<file path="src/rtl/w_ptr_handler_if.sv">
// Write-side bus of the async FIFO pointer handler: producer handshake,
// synchronized read pointer in, memory strobe and status flags out.
interface w_ptr_handler_if #(
  parameter int ADDR_W = 3
);
  logic              i_wen;
  logic              i_clr_ovf;
  logic [ADDR_W:0]   g_r_ptr_sync;
  logic              o_mem_we;
  logic [ADDR_W-1:0] o_waddr;
  logic [ADDR_W:0]   g_w_ptr;
  logic              full_flag;
  logic              almost_full;
  logic [ADDR_W:0]   o_wlevel;
  logic              o_overflow;

  modport master (
    output i_wen, i_clr_ovf, g_r_ptr_sync,
    input  o_mem_we, o_waddr, g_w_ptr, full_flag, almost_full, o_wlevel, o_overflow
  );

  modport slave (
    input  i_wen, i_clr_ovf, g_r_ptr_sync,
    output o_mem_we, o_waddr, g_w_ptr, full_flag, almost_full, o_wlevel, o_overflow
  );
endinterface

</file>
<file path="src/rtl/w_ptr_handler.sv">
// Write-domain pointer logic of an async FIFO: binary/gray write pointer,
// full/almost-full/level from the synchronized read pointer, sticky overflow.
module w_ptr_handler #(
  parameter int ADDR_W       = 3,
  parameter int AFULL_THRESH = 6
) (
  input  logic            i_wclk,
  input  logic            i_rst_n,
  w_ptr_handler_if.slave  bus
);
  localparam int PW = ADDR_W + 1;
  localparam logic [ADDR_W:0] AFULL_LVL = PW'(AFULL_THRESH);

  logic [ADDR_W:0] w_bin_q, w_bin_d;
  logic [ADDR_W:0] g_w_ptr_q, g_w_ptr_d;
  logic [ADDR_W:0] wlevel_q, wlevel_d;
  logic [ADDR_W:0] r_bin;
  logic [ADDR_W:0] full_cmp;
  logic            full_q, full_d;
  logic            afull_q, afull_d;
  logic            ovf_q, ovf_d;
  logic            wr_accept;

  always_comb begin
    wr_accept = bus.i_wen & ~full_q & i_rst_n;
    w_bin_d   = w_bin_q + PW'(wr_accept);
    g_w_ptr_d = w_bin_d ^ (w_bin_d >> 1);

    // Bit i of the binary read pointer is the XOR of gray bits MSB..i.
    r_bin = '0;
    for (int i = 0; i <= ADDR_W; i++) begin
      r_bin[i] = ^(bus.g_r_ptr_sync >> i);
    end

    // Full when the write pointer has lapped the read pointer exactly once.
    full_cmp = {~bus.g_r_ptr_sync[ADDR_W:ADDR_W-1], bus.g_r_ptr_sync[ADDR_W-2:0]};
    full_d   = (g_w_ptr_d == full_cmp);
    wlevel_d = w_bin_d - r_bin;
    afull_d  = (wlevel_d >= AFULL_LVL);

    // A new overflow event takes priority over a concurrent clear.
    ovf_d = ovf_q;
    if (bus.i_clr_ovf) ovf_d = 1'b0;
    if (bus.i_wen && full_q) ovf_d = 1'b1;
  end

  always_ff @(posedge i_wclk or negedge i_rst_n) begin
    if (!i_rst_n) begin
      w_bin_q   <= '0;
      g_w_ptr_q <= '0;
      wlevel_q  <= '0;
      full_q    <= 1'b0;
      afull_q   <= 1'b0;
      ovf_q     <= 1'b0;
    end else begin
      w_bin_q   <= w_bin_d;
      g_w_ptr_q <= g_w_ptr_d;
      wlevel_q  <= wlevel_d;
      full_q    <= full_d;
      afull_q   <= afull_d;
      ovf_q     <= ovf_d;
    end
  end

  assign bus.o_mem_we    = wr_accept;
  assign bus.o_waddr     = w_bin_q[ADDR_W-1:0];
  assign bus.g_w_ptr     = g_w_ptr_q;
  assign bus.full_flag   = full_q;
  assign bus.almost_full = afull_q;
  assign bus.o_wlevel    = wlevel_q;
  assign bus.o_overflow  = ovf_q;
endmodule
</file>
<file path="src/flat_wrapper.sv">
// flat-port wrapper written by rule: the top's interface ports become plain ports
module w_ptr_handler_flat 
#(
  parameter int ADDR_W       = 3,
  parameter int AFULL_THRESH = 6
)
  (i_wclk, i_rst_n, bus_i_wen, bus_i_clr_ovf, bus_g_r_ptr_sync, bus_o_mem_we, bus_o_waddr, bus_g_w_ptr, bus_full_flag, bus_almost_full, bus_o_wlevel, bus_o_overflow);
  w_ptr_handler_if #(.ADDR_W(ADDR_W)) bus_i ();
  input  logic i_wclk;
  input  logic i_rst_n;
  input wire logic [$bits(bus_i.i_wen)-1:0] bus_i_wen;
  input wire logic [$bits(bus_i.i_clr_ovf)-1:0] bus_i_clr_ovf;
  input wire logic [$bits(bus_i.g_r_ptr_sync)-1:0] bus_g_r_ptr_sync;
  output wire logic [$bits(bus_i.o_mem_we)-1:0] bus_o_mem_we;
  output wire logic [$bits(bus_i.o_waddr)-1:0] bus_o_waddr;
  output wire logic [$bits(bus_i.g_w_ptr)-1:0] bus_g_w_ptr;
  output wire logic [$bits(bus_i.full_flag)-1:0] bus_full_flag;
  output wire logic [$bits(bus_i.almost_full)-1:0] bus_almost_full;
  output wire logic [$bits(bus_i.o_wlevel)-1:0] bus_o_wlevel;
  output wire logic [$bits(bus_i.o_overflow)-1:0] bus_o_overflow;
  assign bus_i.i_wen = bus_i_wen;
  assign bus_i.i_clr_ovf = bus_i_clr_ovf;
  assign bus_i.g_r_ptr_sync = bus_g_r_ptr_sync;
  assign bus_o_mem_we = bus_i.o_mem_we;
  assign bus_o_waddr = bus_i.o_waddr;
  assign bus_g_w_ptr = bus_i.g_w_ptr;
  assign bus_full_flag = bus_i.full_flag;
  assign bus_almost_full = bus_i.almost_full;
  assign bus_o_wlevel = bus_i.o_wlevel;
  assign bus_o_overflow = bus_i.o_overflow;
  w_ptr_handler #(.ADDR_W(ADDR_W), .AFULL_THRESH(AFULL_THRESH)) u_core (.i_wclk(i_wclk), .i_rst_n(i_rst_n), .bus(bus_i));
endmodule
</file>
<file path="config.mk">
export PLATFORM = sky130hd
export DESIGN_NAME = w_ptr_handler_flat
export DESIGN_NICKNAME = d
export VERILOG_FILES = /design/src/rtl/w_ptr_handler_if.sv /design/src/rtl/w_ptr_handler.sv /design/src/flat_wrapper.sv
export SDC_FILE = /design/constraint.sdc
export NUM_CORES = 1
export LEC_CHECK = 0
export BUFFER_PORTS_ARGS = -buffer_cell sky130_fd_sc_hd__buf_2
export CAP_MARGIN = 20
export CORE_MARGIN = 4
export CORE_UTILIZATION = 40
export DETAILED_ROUTE_END_ITERATION = 12
export PLACE_DENSITY_LB_ADDON = 0.12
export SYNTH_ARGS = -nofsm -noshare
export SYNTH_HDL_FRONTEND = slang
export SYNTH_SLANG_ARGS = --single-unit
</file>
<file path="constraint.sdc">
create_clock -name i_wclk -period 6.2 [get_ports i_wclk]
set_input_delay 1.86 -clock i_wclk [delete_from_list [all_inputs] [get_ports i_wclk]]
set_output_delay 1.86 -clock i_wclk [all_outputs]
set_load 0.05 [all_outputs]
</file>
==> metrics.md, run 1 <==
| Metric | Value |
|---|---|
| Die boundary height | `50.6 µm` |
| Mapped Avg Cell Area | `12.1 µm²` |
| Most instantiated cells after synthesis | `dfrtp_1, inv_1, xnor2_1, xor2_1, ha_1` |
| Most area-hungry cell type in the Yosys netlist | `dfrtp_1` |
| Avg WL per Cell | `11.4 µm` |
| Syn Inst Count | `60` |
| # IOs | `23` |
| Reg2reg setup slack | `3.91 ns` |
| Routability cong. | `0.674` |
| Final clock skew | `0.00243 ns` |
| TritonCTS Buffers | `3` |
| Post-synth EDFFs | `0` |
| Num rows | `15` |
| H-tree depth | `1` |
| Top achievable clock speed | `222 MHz` |
| Largest net degree at the start of global routing | `16` |
| Final design utilization | `51.4%` |
| Crit start category | `primary input` |
| CTS Sinks | `14` |
| Layout cells sized above 1 | `34.1%` |
| Worst path arrival time | `2.65 ns` |
| Routed via count | `495` |
| Core Region | `1730 µm²` |
| TNS Setup | `0 ns` |
| Worst-margin pin slew | `0.500 ns` |
| Hold path start | `u_core.bus.o_overflow` |
| Area share of the largest cell type after synthesis | `48.4%` |
| Root buf cell | `clkbuf_4` |
| Async SR Flop Fraction | `100%` |
| Nets | `101` |
| Gr usage total | `11.9%` |
| Critical setup path kind | `primary input to output port` |
| Port Buffer Count | `22` |
| First-pass GRT wire length | `2200 µm` |
| R2r worst-path depth | `8` |
| Final max-slew violation count | `0` |
| R2r startpoint | `u_core.bus.full_flag` |
| XOR/XNOR share of the synthesized area | `21.4%` |
| Vias in the first global route | `514` |
| Vias/cell | `4.50` |
| Initial antenna violation count | `0` |
| Ys flop type | `dfrtp_1` |
| CTS clk-pin slew, worst paths | `0.08 ns` |
| Post-synthesis mux area share | `0%` |
| Pre-antenna DRT Iters | `2` |
| RSZ-0062 raised after global routing | `no` |
| Synth top area cells | `dfrtp_1, ha_1, xnor2_1` |
| Period minus WS final | `4.51 ns` |
| FF-to-FF End | `u_core.bus.almost_full` |
| Critical path peak fanout | `15` |
| CTS hold repair buffers | `0` |
| Hold Crit Depth | `2` |
| Sequential element share of the synthesized area | `48.4%` |
| Max_slew headroom | `66.4%` |
| Hold worst-path end | `u_core.bus.o_overflow` |
| Residual DRC count | `0` |
| Count leader, synth | `dfrtp_1` |
| Grt total ovfl | `0` |
| Status | `finished clean` |
| Chip width | `50.6 µm` |
| Synth warn | `0` |
| Clock tree from TritonCTS | `yes` |
| Hpwl dp | `980 µm` |
| Hold Path Class | `register to register` |
| Post-Synth Simple-Gate Area | `5.18%` |
| Maximum clock insertion buffer count | `2` |
| Final Setup Violations | `0` |
| Post-synthesis compound-gate area fraction | `9.50%` |
| Largest family of logic cells by synthesized area | `XOR/XNOR gates` |
| Post-CTS Setup Bufs | `0` |
| Final WL | `1250 µm` |
| Antenna Nets Post-Route | `0` |
| Req. time, crit path | `4.34 ns` |
| Synth Area in Adders | `11.4%` |
| MaxCap Viol Count | `0` |
| Hold Vio Cnt, Final | `0` |
| Period utilization | `72.7%` |
| Syn nets | `74` |
| Area grow syn2layout | `22.6%` |
| Synthesized flop and latch total | `14` |
| Antenna fix cells | `0` |
| Clock latency on the worst-skew pair | `0.28 ns` |
| Synth cell types | `21` |
| Syn Std Cell Area | `724 µm²` |
| Die Footprint | `2560 µm²` |
| Starting Density | `42.0%` |
| CTS resizes | `0` |
| Critical Path End Type | `output port` |
| Starting DRT DRC Count | `2` |
## through the flow
step	hold WS [ns]	worst slack [ns]	instance area, µm²	std cells
finish	0.523	1.69	888	110
detailed placement	0.510	1.65	866	107
global placement	0.511	1.68	866	107
floorplan	0.748	1.76	724	60
global route	0.559	1.56	888	110
CTS	0.528	1.64	888	110
## routing by layer
| layer | global-route usage (%) | up-vias | routed length, µm |
|---|---|---|---|
| li1 | - | 249 | - |
| met1 | 14.1 | 224 | 540 |
| met2 | 19.1 | 20 | 582 |
| met5 | 0 | - | 0 |
| met4 | 6.73 | 0 | 21 |
| met3 | 3.26 | 2 | 108 |
## state kept, by name, summed over array words and instances, names as in the netlist
register	flops
u_core.bus.g_w_ptr	4
u_core.bus.o_wlevel	4
u_core.w_bin_q	3
u_core.bus.almost_full	1
u_core.bus.full_flag	1
u_core.bus.o_overflow	1
## cell type report
| class | instances | area [µm²] |
|---|---|---|
| well taps | 25 | 31.3 |
| clock buffers | 3 | 22.5 |
| fillers | 167 | 838 |
| repair buffers | 22 | 110 |
| multi-input cells | 38 | 344 |
| flip-flops and latches | 14 | 350 |
| inverters | 8 | 30.0 |
## logic make-up (layout without fill, tap and decap cells)
family,count (synthesis),in the layout
AO/OA/AOI/OAI,9,9
XOR/XNOR,16,16
adder cells (fa/ha/maj),6,6
buffers and inverters,8,33
flip-flops,14,14
AND/OR/NAND/NOR,7,7
## layout by cell type (no fill, tap or decap), types with 2 or more instances in the layout
cell type,instances
ha_1,5
dfrtp_1,14
xnor2_1,7
nand2_1,2
inv_1,8
xor2_1,7
buf_2,22
clkbuf_4,3
nor3_1,2
a21oi_1,2
## worst max-delay path: stages
cell and delay [ns]:
buf_2 0.29, nand2_1 0.08, nor2_1 0.13, buf_2 0.28
## worst max-delay path by stage
| stage | start | end | slack [ns] | cells past startpoint |
|---|---|---|---|---|
| floorplan | bus_i_wen | bus_o_mem_we | 1.76 | 2 |
| global route | i_rst_n | bus_o_mem_we | 1.56 | 4 |
| CTS | i_rst_n | bus_o_mem_we | 1.64 | 4 |
| global placement | i_rst_n | bus_o_mem_we | 1.68 | 4 |
| finish | i_rst_n | bus_o_mem_we | 1.69 | 4 |
| detailed placement | i_rst_n | bus_o_mem_we | 1.65 | 4 |
Power of run 1 is not shown: default switching activity piles up to over one toggle a cycle in this logic, so the estimate is an artifact.
==> inputs of run 2 (changes only) <==
clock period = 4.6 ns   (was 6.2 ns; I/O delays follow)
==> metrics.md, run 2 (same netlist as run 1, synthesis figures left out) <==
| Metric | Value |
|---|---|
| Hold Path Class | `register to register` |
| CTS hold repair buffers | `0 (unchanged)` |
| First-pass GRT wire length | `2140 µm (-2.8%)` |
| Num rows | `15 (unchanged)` |
| Clock tree from TritonCTS | `yes` |
| Starting DRT DRC Count | `1 (-1)` |
| Gr usage total | `11.4% (-0.49 points)` |
| CP most frequent cell | `buf_2` |
| CTS Sinks | `14 (unchanged)` |
| Die boundary height | `50.6 µm (unchanged)` |
| Initial antenna violation count | `0 (unchanged)` |
| CP Buf/Inv Count | `2 (unchanged)` |
| Period minus WS final | `3.56 ns` |
| Residual DRC count | `0 (unchanged)` |
| Routed via count | `488 (-1.4%)` |
| Worst slack at placement | `0.971 ns (-0.678 ns)` |
| Final setup margin | `1.04 ns (-0.654 ns)` |
| Routability cong. | `0.721 (+6.9%)` |
| Avg WL per Cell | `10.8 µm (-5.4%)` |
| Most common cell after layout, fill and taps aside | `buf_2` |
| Critical Path End Type | `output port` |
| Antenna Nets Post-Route | `0 (unchanged)` |
| Period utilization | `77.4%` |
| Die Footprint | `2560 µm² (unchanged)` |
| Final WL | `1180 µm (-5.4%)` |
| Root buf cell | `clkbuf_4` |
| Clock latency on the worst-skew pair | `0.26 ns (-0.02 ns)` |
| Worst-margin pin slew | `0.491 ns (-0.00835 ns)` |
| Crit path largest cell delay | `0.29 ns (about the same)` |
| Hpwl dp | `944 µm (-3.6%)` |
| Commonest cells after routing, fill and taps aside | `buf_2, dfrtp_1, inv_1, xnor2_1, xor2_1` |
| Sequence of cells on the critical path | `buf_2, nand2_1, nor2_1, buf_2` |
| # IOs | `23 (unchanged)` |
| Chip width | `50.6 µm (unchanged)` |
| CTS clk-pin slew, worst paths | `0.07 ns (about the same)` |
| Area grow syn2layout | `22.6% (unchanged)` |
| TNS Setup | `0 ns (unchanged)` |
| H-tree depth | `1 (unchanged)` |
| Antenna fix cells | `0 (unchanged)` |
| Vias in the first global route | `498 (-3.1%)` |
| Critical path peak fanout | `15 (unchanged)` |
| Grt total ovfl | `0 (unchanged)` |
| Crit start category | `primary input` |
| Largest net degree at the start of global routing | `16 (unchanged)` |
| Post-CTS Setup Bufs | `0 (unchanged)` |
| TritonCTS Buffers | `3 (unchanged)` |
| Final Setup Violations | `0 (unchanged)` |
| RSZ-0062 raised after global routing | `no` |
| Nets | `101 (unchanged)` |
| CTS resizes | `0 (unchanged)` |
| Critical setup path kind | `primary input to output port` |
| Vias/cell | `4.44 (-1.4%)` |
| Max_slew headroom | `67.0% (+0.56 points)` |
| Crit-path slowest cell | `buf_2` |
| Req. time, crit path | `3.22 ns (-1.12 ns)` |
| Top achievable clock speed | `281 MHz` |
| Final max-slew violation count | `0 (unchanged)` |
| Layout cells sized above 1 | `34.1% (unchanged)` |
| MaxCap Viol Count | `0 (unchanged)` |
| Top Family by Delay on Critical Path | `buffers and inverters` |
| Starting Density | `42.0% (unchanged)` |
| Worst path arrival time | `2.18 ns (-0.47 ns)` |
| Status | `finished clean` |
| Core Region | `1730 µm² (unchanged)` |
| Port Buffer Count | `22 (unchanged)` |
| Pre-antenna DRT Iters | `2 (unchanged)` |
| Maximum clock insertion buffer count | `2 (unchanged)` |
| Hold Vio Cnt, Final | `0 (unchanged)` |
| Final clock skew | `0.00158 ns (-0.000848 ns)` |
[run 2: area by class of cell]
cell class | count | area (µm²)
tap | 25 | 31.3
inverter | 8 | 30.0
multi-input combinational | 38 | 344
timing repair buffer | 22 | 110
sequential | 14 | 350
clock buffer | 3 | 22.5
fill | 165 | 838
[run 2: per-layer routing]
metal,vias to the layer above,GRT usage [%],wire length [µm]
met1,223,15.6,601
met2,17,16.5,487
li1,246,-,-
met5,-,0,0
met3,2,2.97,82
met4,0,5.38,12
[run 2: worst min-delay path: stages, from the launching register on]
cell and delay (ns):
dfrtp_1 0.36, nand2_1 0.05, o21ai_0 0.06
[run 2: through the flow]
step	hold WS [ns]	std cells	util, %	cell area, µm²
after global placement	0.500	107	50.1	866
after CTS	0.525	110	51.4	888
after detailed placement	0.508	107	50.1	866
after global routing	0.579	110	51.4	888
final	0.513	110	51.4	888
after floorplan	0.748	60	-	724
[run 2: worst paths after layout]
kind / startpoint / to / slack [ns] / cells after the start
min reg2reg: u_core.bus.full_flag / u_core.bus.o_overflow / 0.51 / 2
min in group asynchronous: i_rst_n / u_core.bus.g_w_ptr[1] / 1.00 / 1
max in group asynchronous: i_rst_n / u_core.bus.full_flag / 3.37 / 1
max: i_rst_n / bus_o_mem_we / 1.04 / 4
max reg2reg: u_core.bus.full_flag / u_core.bus.almost_full / 2.37 / 8
min: u_core.bus.full_flag / u_core.bus.o_overflow / 0.51 / 2
Power of run 2 is left out for the same reason.
